**config.mk**
```make
export PLATFORM = sky130hd
export DESIGN_NAME = muldiv_issue_ctrl_flat
export DESIGN_NICKNAME = d
export VERILOG_FILES = /design/src/rtl/muldiv_issue_ctrl_if.sv /design/src/rtl/muldiv_issue_ctrl.sv /design/src/flat_wrapper.sv
export SDC_FILE = /design/constraint.sdc
export NUM_CORES = 1
export LEC_CHECK = 0
export BUFFER_PORTS_ARGS = -buffer_cell sky130_fd_sc_hd__buf_2
export CAP_MARGIN = 5
export CORE_UTILIZATION = 50
export DETAILED_ROUTE_END_ITERATION = 8
export GPL_TIMING_DRIVEN = 0
export MAX_ROUTING_LAYER = met4
export PLACE_DENSITY = 0.81
export SYNTH_ARGS = -nofsm -noshare
export SYNTH_HDL_FRONTEND = slang
export SYNTH_SLANG_ARGS = --single-unit
```
**constraint.sdc**
```tcl
create_clock -name clk -period 2.99 [get_ports clk]
set_input_delay 0.598 -clock clk [delete_from_list [all_inputs] [get_ports clk]]
set_output_delay 0.598 -clock clk [all_outputs]
set_load 0.005 [all_outputs]
```
**src/rtl/muldiv_issue_ctrl_if.sv**
```systemverilog
// muldiv_issue_ctrl_if: decode, functional-unit and writeback signals of the mul/div issue scheduler.
interface muldiv_issue_ctrl_if #(parameter int XLEN = 32);
    logic stall, id_mul, id_div, id_flush, kill;
    logic [4:0] id_rd, id_rs1, id_rs2;
    logic mul_valid, div_valid, wb_port_busy;
    logic [XLEN-1:0] mul_res, div_res;
    logic mul_start, div_start, mul_ready, div_ready, hz_md, wb_valid;
    logic [4:0] wb_rd;
    logic [XLEN-1:0] wb_data;
    modport master (
        output stall, id_mul, id_div, id_flush, kill, id_rd, id_rs1, id_rs2,
               mul_valid, div_valid, wb_port_busy, mul_res, div_res,
        input  mul_start, div_start, mul_ready, div_ready, hz_md, wb_valid, wb_rd, wb_data
    );
    modport slave (
        input  stall, id_mul, id_div, id_flush, kill, id_rd, id_rs1, id_rs2,
               mul_valid, div_valid, wb_port_busy, mul_res, div_res,
        output mul_start, div_start, mul_ready, div_ready, hz_md, wb_valid, wb_rd, wb_data
    );
endinterface

```
**src/rtl/muldiv_issue_ctrl.sv**
```systemverilog
// muldiv_issue_ctrl: issues M-extension ops to mul/div units, raises decode holds, arbitrates the shared writeback slot.
module muldiv_issue_ctrl #(
    parameter int XLEN    = 32,
    parameter bit RR_INIT = 1'b0
) (
    input logic clk,
    input logic Rst,
    muldiv_issue_ctrl_if.slave bus
);
    typedef enum logic [1:0] {IDLE, BUSY, DONE} state_t;
    state_t mul_st, div_st;
    logic [4:0] mul_rd, div_rd;
    logic [XLEN-1:0] mul_q, div_q;
    logic rr;
    logic mul_pend, div_pend, raw, hz, mul_go, div_go, mul_el, div_el, mul_win, div_win;
    always_comb begin
        mul_pend = mul_st != IDLE && mul_rd != 5'd0;
        div_pend = div_st != IDLE && div_rd != 5'd0;
        raw = (mul_pend && (mul_rd == bus.id_rs1 || mul_rd == bus.id_rs2 || mul_rd == bus.id_rd)) ||
              (div_pend && (div_rd == bus.id_rs1 || div_rd == bus.id_rs2 || div_rd == bus.id_rd));
        hz = !Rst && !bus.id_flush &&
             ((bus.id_mul && mul_st != IDLE) || (bus.id_div && div_st != IDLE) || raw);
        mul_go = !Rst && bus.id_mul && mul_st == IDLE && !hz && !bus.stall && !bus.id_flush && !bus.kill;
        div_go = !Rst && bus.id_div && div_st == IDLE && !hz && !bus.stall && !bus.id_flush && !bus.kill;
        // DONE is only reachable with a nonzero rd, so DONE alone marks eligibility
        mul_el = !Rst && !bus.kill && !bus.wb_port_busy && mul_st == DONE;
        div_el = !Rst && !bus.kill && !bus.wb_port_busy && div_st == DONE;
        mul_win = mul_el && (!div_el || !rr);
        div_win = div_el && (!mul_el || rr);
    end
    assign bus.mul_start = mul_go;
    assign bus.div_start = div_go;
    assign bus.mul_ready = !Rst && mul_st == IDLE;
    assign bus.div_ready = !Rst && div_st == IDLE;
    assign bus.hz_md     = hz;
    assign bus.wb_valid  = mul_win || div_win;
    assign bus.wb_rd     = mul_win ? mul_rd : div_win ? div_rd : 5'd0;
    assign bus.wb_data   = mul_win ? mul_q : div_win ? div_q : '0;
    always_ff @(posedge clk) begin
        if (Rst) begin
            mul_st <= IDLE;
            div_st <= IDLE;
            mul_rd <= 5'd0;
            div_rd <= 5'd0;
            mul_q  <= '0;
            div_q  <= '0;
            rr     <= RR_INIT;
        end else if (bus.kill) begin
            mul_st <= IDLE;
            div_st <= IDLE;
        end else begin
            if (mul_go) begin
                mul_st <= BUSY;
                mul_rd <= bus.id_rd;
            end else if (mul_st == BUSY && bus.mul_valid) begin
                mul_st <= mul_rd == 5'd0 ? IDLE : DONE;
                mul_q  <= bus.mul_res;
            end else if (mul_win) begin
                mul_st <= IDLE;
            end
            if (div_go) begin
                div_st <= BUSY;
                div_rd <= bus.id_rd;
            end else if (div_st == BUSY && bus.div_valid) begin
                div_st <= div_rd == 5'd0 ? IDLE : DONE;
                div_q  <= bus.div_res;
            end else if (div_win) begin
                div_st <= IDLE;
            end
            if (mul_el && div_el) rr <= ~rr;
        end
    end
endmodule
```
**src/flat_wrapper.sv**
```systemverilog
// flat-port wrapper written by rule: the top's interface ports become plain ports
module muldiv_issue_ctrl_flat 
#(
    parameter int XLEN    = 32,
    parameter bit RR_INIT = 1'b0
)
  (clk, Rst, bus_stall, bus_id_mul, bus_id_div, bus_id_flush, bus_kill, bus_id_rd, bus_id_rs1, bus_id_rs2, bus_mul_valid, bus_div_valid, bus_wb_port_busy, bus_mul_res, bus_div_res, bus_mul_start, bus_div_start, bus_mul_ready, bus_div_ready, bus_hz_md, bus_wb_valid, bus_wb_rd, bus_wb_data);
  muldiv_issue_ctrl_if #(.XLEN(XLEN)) bus_i ();
  input logic clk;
  input logic Rst;
  input wire logic [$bits(bus_i.stall)-1:0] bus_stall;
  input wire logic [$bits(bus_i.id_mul)-1:0] bus_id_mul;
  input wire logic [$bits(bus_i.id_div)-1:0] bus_id_div;
  input wire logic [$bits(bus_i.id_flush)-1:0] bus_id_flush;
  input wire logic [$bits(bus_i.kill)-1:0] bus_kill;
  input wire logic [$bits(bus_i.id_rd)-1:0] bus_id_rd;
  input wire logic [$bits(bus_i.id_rs1)-1:0] bus_id_rs1;
  input wire logic [$bits(bus_i.id_rs2)-1:0] bus_id_rs2;
  input wire logic [$bits(bus_i.mul_valid)-1:0] bus_mul_valid;
  input wire logic [$bits(bus_i.div_valid)-1:0] bus_div_valid;
  input wire logic [$bits(bus_i.wb_port_busy)-1:0] bus_wb_port_busy;
  input wire logic [$bits(bus_i.mul_res)-1:0] bus_mul_res;
  input wire logic [$bits(bus_i.div_res)-1:0] bus_div_res;
  output wire logic [$bits(bus_i.mul_start)-1:0] bus_mul_start;
  output wire logic [$bits(bus_i.div_start)-1:0] bus_div_start;
  output wire logic [$bits(bus_i.mul_ready)-1:0] bus_mul_ready;
  output wire logic [$bits(bus_i.div_ready)-1:0] bus_div_ready;
  output wire logic [$bits(bus_i.hz_md)-1:0] bus_hz_md;
  output wire logic [$bits(bus_i.wb_valid)-1:0] bus_wb_valid;
  output wire logic [$bits(bus_i.wb_rd)-1:0] bus_wb_rd;
  output wire logic [$bits(bus_i.wb_data)-1:0] bus_wb_data;
  assign bus_i.stall = bus_stall;
  assign bus_i.id_mul = bus_id_mul;
  assign bus_i.id_div = bus_id_div;
  assign bus_i.id_flush = bus_id_flush;
  assign bus_i.kill = bus_kill;
  assign bus_i.id_rd = bus_id_rd;
  assign bus_i.id_rs1 = bus_id_rs1;
  assign bus_i.id_rs2 = bus_id_rs2;
  assign bus_i.mul_valid = bus_mul_valid;
  assign bus_i.div_valid = bus_div_valid;
  assign bus_i.wb_port_busy = bus_wb_port_busy;
  assign bus_i.mul_res = bus_mul_res;
  assign bus_i.div_res = bus_div_res;
  assign bus_mul_start = bus_i.mul_start;
  assign bus_div_start = bus_i.div_start;
  assign bus_mul_ready = bus_i.mul_ready;
  assign bus_div_ready = bus_i.div_ready;
  assign bus_hz_md = bus_i.hz_md;
  assign bus_wb_valid = bus_i.wb_valid;
  assign bus_wb_rd = bus_i.wb_rd;
  assign bus_wb_data = bus_i.wb_data;
  muldiv_issue_ctrl #(.XLEN(XLEN), .RR_INIT(RR_INIT)) u_core (.clk(clk), .Rst(Rst), .bus(bus_i));
endmodule
```
==> impl_metrics.toml <==
[timing]
skew_ns = 0.0137
finalHoldViolCount = 0
fmax_mhz = 335
final.hold.worst_slack_ns = 0.456
finalCritPeriodShare_pct = 99.8
final_period_minus_worst_setup_slack_ns = 2.98
drv_slew = 0
grt_setup_unrepaired = "true"
slew_headroom_pct = 52.0
setup_violations = 0
tightestPinTransition_ns = 0.714

[logic_synthesis]
yosysSeqAreaShare_pct = 42.3
yosysMostFrequentCell = "sky130_fd_sc_hd__nand2_1"
ys_top_cells_by_count = "134 x sky130_fd_sc_hd__nand2_1, 79 x sky130_fd_sc_hd__dfxtp_1, 73 x sky130_fd_sc_hd__a21oi_1"
dominantRegCellSynth = "sky130_fd_sc_hd__dfxtp_1"
synth_fp_nets = 565
ys_top_cells_by_area = "sky130_fd_sc_hd__dfxtp_1 42%, sky130_fd_sc_hd__nand2_1 13%, sky130_fd_sc_hd__a21oi_1 9.8%, sky130_fd_sc_hd__a22o_1 8.7%, sky130_fd_sc_hd__xor2_1 4.0%"
number_of_synthesis_warnings = 0
synth_enable_flop_cells = 0
synth-async-reset-ratio_pct = 0
syn-instance-count = 476
synthDistinctLibCells = 37
synth-seq-cells = 79
synth_largest_type_area_fraction_pct = 42.3
synth_area_leader_cell = "sky130_fd_sc_hd__dfxtp_1"
synthesis.area_mm2 = 0.00374
avgSynthCellArea_um2 = 7.85

[power_and_ir_drop]
power_mw = 2.06
irDropWorstVdd_uv = 355
cellPowerDensity_mw_per_mm2 = 421
power.leakage_nw = 2.04

[global_routing]
grt_first_pass_wirelength_mm = 15.8
pin_count_of_the_biggest_net_entering_global_routing = 15
grt_use_total_pct = 27.3
grt_antenna_before_repair = 0
first_global_vias = 3454
grt-ovfl-total = 0

[min_path]
hold_class = "reg2reg"
worstHoldPathCells = 2
worst_hold_startpoint = "u_core.mul_q[6]"
min_delay_worst_endpoint = "u_core.mul_q[6]"

[floorplanning]
io_pins = 132
floorplan.initialDensity_pct = 51.5
fp.dieArea_mm2 = 0.00783
core_mm2 = 0.00725
fp-row-count = 31
chipWidth_um = 88.5
die_y_um = 88.5

[cts]
clk_path_buf_depth = 2
cts-htree-levels = 3
root_buffer = "sky130_fd_sc_hd__clkbuf_8"
clkLatencyLatePin_ns = 0.36
cts_hold_buf = 0
cts_num_sinks = 79
clk_transition_reported_paths_ns = 0.08
cts_tree = "done"
cts_made_buffers = 9

[detailed_routing]
via_density_per_instance = 5.38
drtIter0Drc = 214
firstDrtPassIters = 5
via_count = 3928
detail_route.wl_per_cell_um = 14.3
drtAntennaViolNets = 0
route.detailed.drc = 0
postRouteWirelength_mm = 10.4

[finish]
layoutNonFillerInstCount = 730
design_area_mm2 = 0.00488
share_of_cells_above_drive_strength_1_pct = 29.3
layout-area-overhead-vs-synth_pct = 30.7
utilization_pct = 67.3
finish.net_count = 715
count_of_antenna_diodes_in_the_layout = 0

[outcome]
status = "complete, no violations"

[placement]
dp_cells = 706
gp_congestion = 0.864
hpwlAfterDp_mm = 7.53
place_area_mm2 = 0.00452
port_buffers = 131

[setup_path]
critical_path.reg2reg.startpoint = "u_core.div_rd[2]"
worst_setup_path_end_kind = "primary output"
timing.critical_path.required_ns = 2.39
crit_path_max_fanout = 7
worstReg2RegEnd = "u_core.mul_rd[3]"
timing.critical_path.arrival_ns = 2.38
criticalPathCategory = "in2out"
r2r.worst_path.cells = 7
reg2reg_setup_slack_ns = 0.75
cp-start-kind = "input port"

[flow_run]
drv.max_cap_violation_count = 0
how the worst max path moves through the flow:
stage / endpoint / from / slack, ns
after floorplan: bus_wb_data[25] / bus_kill / 0.28
after global placement: bus_wb_data[17] / bus_kill / -0.20
after detailed placement: bus_wb_data[30] / bus_kill / -0.22
after CTS: bus_wb_data[30] / bus_kill / -0.0006
after global routing: bus_mul_start / u_core.div_rd[2] / -0.02
final: bus_wb_data[16] / Rst / 0.007
stage by stage:
step                setup TNS (ns)  worst slack, ns
floorplan                        0            0.275
detailed placement           -4.01           -0.219
finish                           0          0.00714
CTS                      -0.000622        -0.000622
global route                -0.202          -0.0245
global placement             -3.85           -0.202
worst max-delay path, cell delays in order:
cell,delay [ns]
sky130_fd_sc_hd__buf_12,0.11
sky130_fd_sc_hd__or2_4,0.27
sky130_fd_sc_hd__or4_4,0.51
sky130_fd_sc_hd__o21a_1,0.23
sky130_fd_sc_hd__buf_6,0.15
sky130_fd_sc_hd__clkbuf_16,0.15
sky130_fd_sc_hd__a22o_1,0.23
sky130_fd_sc_hd__buf_2,0.12
routing by layer:
| layer | GRT usage, % | vias up | part of all wire [%] |
|---|---|---|---|
| li1 | - | 1918 | - |
| met1 | 35.1 | 1829 | 44 |
| met2 | 41.6 | 167 | 47 |
| met3 | 5.50 | 14 | 6.8 |
| met4 | 11.6 | 0 | 1.7 |
| met5 | - | - | 0 |
registers in the layout (all words and copies together), names as in the netlist:
signal and count:
u_core.div_q 32, u_core.mul_q 32, u_core.div_rd 5, u_core.mul_rd 5, u_core.div_st 2, u_core.mul_st 2, u_core.rr 1
power by group:
part | internal [mW] | switching (mW)
Combinational | 0.0820 | 0.0838
Clock | 0.418 | 0.410
Sequential | 1.06 | 0.00473
Total | 1.56 | 0.499
final cells by class:
| type | instances | area [um^2] |
|---|---|---|
| Fill cell | 637 | 2370 |
| Multi-Input combinational cell | 352 | 1980 |
| Sequential cell | 79 | 1590 |
| Timing Repair Buffer | 144 | 792 |
| Buffer | 37 | 183 |
| Clock buffer | 11 | 141 |
| Tap cell | 99 | 124 |
| Clock inverter | 5 | 66.3 |
| Inverter | 3 | 11.3 |
cell families (layout without fill, tap and decap cells):
kind of cell | Yosys count | after routing | synth area share (%)
simple gates | 189 | 189 | 22.3
compound gates | 127 | 127 | 21.5
flops | 79 | 79 | 42.3
buf+inv | 45 | 200 | 5.22
xor+xnor | 31 | 31 | 7.26
mux | 5 | 5 | 1.47
placed cells by master, fill, tap and decap left out, types with 2 or more instances in the layout:
master | netlist | final
sky130_fd_sc_hd__nor2b_1 | 5 | 5
sky130_fd_sc_hd__o21ai_1 | 6 | 6
sky130_fd_sc_hd__nand2b_1 | 4 | 4
sky130_fd_sc_hd__mux2_2 | 4 | 4
sky130_fd_sc_hd__or4_4 | 3 | 3
sky130_fd_sc_hd__or3_1 | 3 | 3
sky130_fd_sc_hd__inv_1 | 3 | 3
sky130_fd_sc_hd__nor3b_1 | 2 | 2
sky130_fd_sc_hd__a22o_1 | 37 | 37
sky130_fd_sc_hd__xor2_1 | 17 | 17
sky130_fd_sc_hd__clkbuf_8 | 0 | 10
sky130_fd_sc_hd__nor2_4 | 2 | 2
sky130_fd_sc_hd__nand2_1 | 134 | 134
sky130_fd_sc_hd__buf_6 | 2 | 4
sky130_fd_sc_hd__buf_4 | 1 | 14
sky130_fd_sc_hd__clkinv_4 | 0 | 2
sky130_fd_sc_hd__xnor2_1 | 14 | 14
sky130_fd_sc_hd__a21oi_1 | 73 | 72
sky130_fd_sc_hd__nor2_1 | 11 | 11
sky130_fd_sc_hd__buf_2 | 6 | 130
sky130_fd_sc_hd__dfxtp_1 | 79 | 76
sky130_fd_sc_hd__o21ai_0 | 3 | 3
sky130_fd_sc_hd__o21a_1 | 2 | 2
sky130_fd_sc_hd__nand3_1 | 9 | 9
sky130_fd_sc_hd__nand4_1 | 2 | 2
sky130_fd_sc_hd__dfxtp_4 | 0 | 2
sky130_fd_sc_hd__clkbuf_1 | 33 | 30
sky130_fd_sc_hd__nor3_1 | 9 | 9
timing repair:
item / 4_1_cts / 5_1_grt
resized for setup: 6 / 22
buffers inserted: 0 / 12
gates cloned: 0 / 1
pin swaps: 1 / 11
setup endpoints to repair: 31 / 32
Note: power is estimated with default switching activity, not from simulation.
